==> src/rtl/demux_1ton_stream.sv <==
// Registered 1-to-N stream demultiplexer with unicast, broadcast and out-of-range drop.
// Each channel has a one-deep output register. Back-pressure stays local to its channel.
module demux_1ton_stream #(
   parameter int unsigned WIDTH = 8,
   parameter int unsigned N_OUT = 4,
   parameter int unsigned SEL_W = $clog2(N_OUT)
) (
   input  logic                   clk,
   input  logic                   rst,
   input  logic [WIDTH-1:0]       in_data,
   input  logic [SEL_W-1:0]       in_sel,
   input  logic                   in_bcast,
   input  logic                   in_valid,
   output logic                   in_ready,
   output logic [N_OUT*WIDTH-1:0] out_data,
   output logic [N_OUT-1:0]       out_valid,
   input  logic [N_OUT-1:0]       out_ready,
   output logic [7:0]             drop_count
);

   localparam int unsigned CNT_W = 8;

   logic [N_OUT-1:0]       slot_free;
   logic [N_OUT-1:0]       sel_onehot;
   logic                   sel_in_range;
   logic                   accept;
   logic [N_OUT-1:0]       load;

   logic [N_OUT*WIDTH-1:0] out_data_d,   out_data_q;
   logic [N_OUT-1:0]       out_valid_d,  out_valid_q;
   logic [CNT_W-1:0]       drop_count_d, drop_count_q;

   // Slot freedom and destination decode. in_valid never reaches in_ready.
   always_comb begin
      slot_free    = ~out_valid_q | out_ready;
      sel_in_range = (32'(in_sel) < N_OUT);
      sel_onehot   = '0;
      for (int unsigned k = 0; k < N_OUT; k++) begin
         sel_onehot[k] = (32'(in_sel) == k);
      end
      if (in_bcast) begin
         in_ready = &slot_free;
      end else if (sel_in_range) begin
         in_ready = |(sel_onehot & slot_free);
      end else begin
         in_ready = 1'b1;
      end
   end

   // Next-state: loads win over drains; out-of-range beats only bump the counter.
   always_comb begin
      accept       = in_valid & in_ready;
      load         = '0;
      out_data_d   = out_data_q;
      drop_count_d = drop_count_q;
      if (accept) begin
         load = in_bcast ? {N_OUT{1'b1}} : sel_onehot;
      end
      out_valid_d = (out_valid_q & ~out_ready) | load;
      for (int unsigned k = 0; k < N_OUT; k++) begin
         if (load[k]) begin
            out_data_d[k*WIDTH +: WIDTH] = in_data;
         end
      end
      if (accept && !in_bcast && !sel_in_range && (drop_count_q != {CNT_W{1'b1}})) begin
         drop_count_d = drop_count_q + CNT_W'(1);
      end
   end

   always_ff @(posedge clk) begin
      if (rst) begin
         out_data_q   <= '0;
         out_valid_q  <= '0;
         drop_count_q <= '0;
      end else begin
         out_data_q   <= out_data_d;
         out_valid_q  <= out_valid_d;
         drop_count_q <= drop_count_d;
      end
   end

   assign out_data   = out_data_q;
   assign out_valid  = out_valid_q;
   assign drop_count = drop_count_q;

endmodule

==> config.mk <==
export PLATFORM = sky130hd
export DESIGN_NAME = demux_1ton_stream
export DESIGN_NICKNAME = d
export VERILOG_FILES = /design/src/rtl/demux_1ton_stream.sv
export SDC_FILE = /design/constraint.sdc
export NUM_CORES = 1
export LEC_CHECK = 0
export CORE_MARGIN = 8
export CORE_UTILIZATION = 25
export DETAILED_ROUTE_END_ITERATION = 6
export DONT_BUFFER_PORTS = 1
export MAX_ROUTING_LAYER = met4
export PLACE_DENSITY = 0.49
export SLEW_MARGIN = 20
export SYNTH_ARGS = -nofsm -noshare
export SYNTH_HDL_FRONTEND = slang
export SYNTH_SLANG_ARGS = --single-unit
==> constraint.sdc <==
create_clock -name clk -period 3.9 [get_ports clk]
set_input_delay 0.39 -clock clk [delete_from_list [all_inputs] [get_ports clk]]
set_output_delay 0.39 -clock clk [all_outputs]
set_load 0.01 [all_outputs]
==> results.sh <==
export IMPL_syn_instance_count=182
export IMPL_io_buffers=0
export IMPL_slew_viol_final=0
export IMPL_leakage_nw=0.625
export IMPL_grt_max_degree=45
export IMPL_seqPwrFrac=0.534
export IMPL_p_sw_mw=0.218
export IMPL_synth_largest_area_cell="dfxtp_1"
export IMPL_drt_iter0_markers=50
export IMPL_peakVddDrop_v=0.000129
export IMPL_slew_headroom=0.626
export IMPL_switching_share=0.277
export IMPL_fin_skew_ns=0.00269
export IMPL_crit_required_ns=3.51
export IMPL_wl_per_cell_um=18.6
export IMPL_yosys_warnings=0
export IMPL_vias_per_cell=5.01
export IMPL_crit_type="reg -> out"
export IMPL_die_h_um=98.0
export IMPL_fmax_ghz=0.476
export IMPL_synth_cell_types=31
export IMPL_ios=63
export IMPL_hpwl_um=3610
export IMPL_startpoint_type="flip-flop"
export IMPL_ys_seq_area_frac=0.428
export IMPL_syn_area_mm2=0.00168
export IMPL_clock_latency_ns=0.29
export IMPL_pre_cts_ws_ns=2.04
export IMPL_rsz0062_at_grt="false"
export IMPL_postSynthAreaPerCell_um2=9.25
export IMPL_core_mm2=0.00664
export IMPL_htreeDepth=2
export IMPL_cts_resized=0
export IMPL_die_w_um=98.0
export IMPL_first_pass_iters=4
export IMPL_synth_top_area_share=0.428
export IMPL_period_share=0.539
export IMPL_p_per_area_mw_per_mm2=442
export IMPL_p_int_mw=0.570
export IMPL_ys_seq_elements=36
export IMPL_cts_buffers=5
export IMPL_vias=1298
export IMPL_cp_arrival_ns=1.71
export IMPL_start_util=0.253
export IMPL_p_clk_frac=0.359
export IMPL_fin_crit_ns=2.10
export IMPL_cts_root_buf="clkbuf_8"
export IMPL_ctsHoldBuffers=0
export IMPL_nNetsFinal=196
export IMPL_drive_above_1_share=0.0894
export IMPL_antenna_found_initial=0
export IMPL_tightestPinTransition_ns=0.561
export IMPL_die_area_mm2=0.00961
export IMPL_grt_pass1_wl_um=7510
export IMPL_maxCapViolCount=0
export IMPL_postRouteAntennaNets=0
export IMPL_setup_slack_ns=1.80
export IMPL_area_growth_pct=5.87
export IMPL_crit_slowest_cell="a41oi_2"
export IMPL_r2r_slack_ns=2.10
export IMPL_grt_overflow=0
export IMPL_drc=0
export IMPL_fin_hold_ws_ns=0.157
export IMPL_mostFrequentLayoutCells="dfxtp_1 (36), o21ai_0 (23), a21oi_1 (20), nand2b_1 (20), nand3_1 (16)"
export IMPL_place_congestion=0.755
export IMPL_crit_fanout=11
export IMPL_cts_path_max_buffers=2
export IMPL_tns_ns=0
export IMPL_cts_setup_buffers=0
export IMPL_cp_cell_sequence="nand2b_1 > a41oi_2 > o22ai_1"
export IMPL_holdCritPathClass="in -> reg"
export IMPL_layout_commonest_cell="dfxtp_1"
export IMPL_clk_pin_slew_ns=0.07
export IMPL_setup_violations=0
export IMPL_critPathCaptureType="primary output"
export IMPL_cpPeakStageDelay_ns=0.49
export IMPL_cts_tree="built"
export IMPL_diodes=0
export IMPL_grtUsageTotal=0.105
export IMPL_cts_num_sinks=36
export IMPL_grt_pass1_vias=1295
export IMPL_combPwrFrac=0.107
export IMPL_drt_total_wl_um=4820
export IMPL_rows=30
export IMPL_synth_area_leaders="dfxtp_1 (43%), nand2b_1 (7.4%), o21ai_0 (6.8%)"
export IMPL_status="finished, final reports clean"
export IMPL_hold_viol=0
-- state kept, by name, summed over array words and instances (netlist names) --
register and cells:
out_valid 4, out_data 32
-- power by group through the flow --
stage	logic (mW)	registers [mW]	clock network (mW)
global route	0.0952	0.425	0.308
CTS	0.0849	0.422	0.292
detailed placement	0.0840	0.431	0
floorplan	0.0847	0.422	0
global placement	0.0835	0.431	0
finish	0.0840	0.421	0.283
-- final cells by class --
type,instances,area [um^2]
fill,708,4860
multi-input combinational,135,867
sequential,36,721
tap,80,100
clock buffer,7,86.3
clock inverter,1,7.51
-- metrics by stage --
stage           util  cell area, um^2  instances  power (mW)
6_report       0.268             1780        259       0.788
5_1_grt        0.268             1780        259       0.828
3_3_place_gp   0.254             1690        251       0.514
3_5_place_dp   0.254             1690        251       0.515
4_1_cts        0.268             1780        259       0.799
2_1_floorplan      -             1710        189       0.506
-- synth_stat cells (all sizes together) --
master / number
dfxtp: 36
o21ai: 32
a21oi: 21
nand2b: 20
nand3: 16
buf: 14
nor2b: 10
mux2i: 9
clkbuf: 4
nand2: 3
and2b: 2
o41a: 2
o41ai: 2
a41oi: 1
conb: 1
nand4: 1
nand4b: 1
nand4bb: 1
nor2: 1
nor3: 1
nor3b: 1
o22ai: 1
o32a: 1
or2: 1
-- final timing paths --
check               start            to  depth (start not counted)
max          out_valid[3]      in_ready                          3
min                   rst  out_valid[2]                          1
max reg2reg  out_valid[3]  out_data[21]                          4
min reg2reg   out_data[8]   out_data[8]                          2
-- cells by family after synthesis --
family / count (synthesis) / synth area share
and+or+nand+nor: 58 / 0.219
muxes: 9 / 0.0535
other: 1 / 0.00223
buffers and inverters: 18 / 0.0721
AOI/OAI and AO/OA: 60 / 0.225
DFF: 36 / 0.428
-- per-layer routing --
| metal | part of all wire | global-route usage |
|---|---|---|
| met3 | 0.12 | 0.0477 |
| met1 | 0.42 | 0.119 |
| met2 | 0.45 | 0.154 |
| met5 | 0 | - |
| met4 | 0.016 | 0.0504 |
-- worst max-delay path: cells and delay by family, from the launching register on --
kind               cells  cell delay [ns]
AOI/OAI and AO/OA      2             0.73
and+or+nand+nor        1             0.28
DFF                    1             0.41
Power figures use the tool's default switching activity.
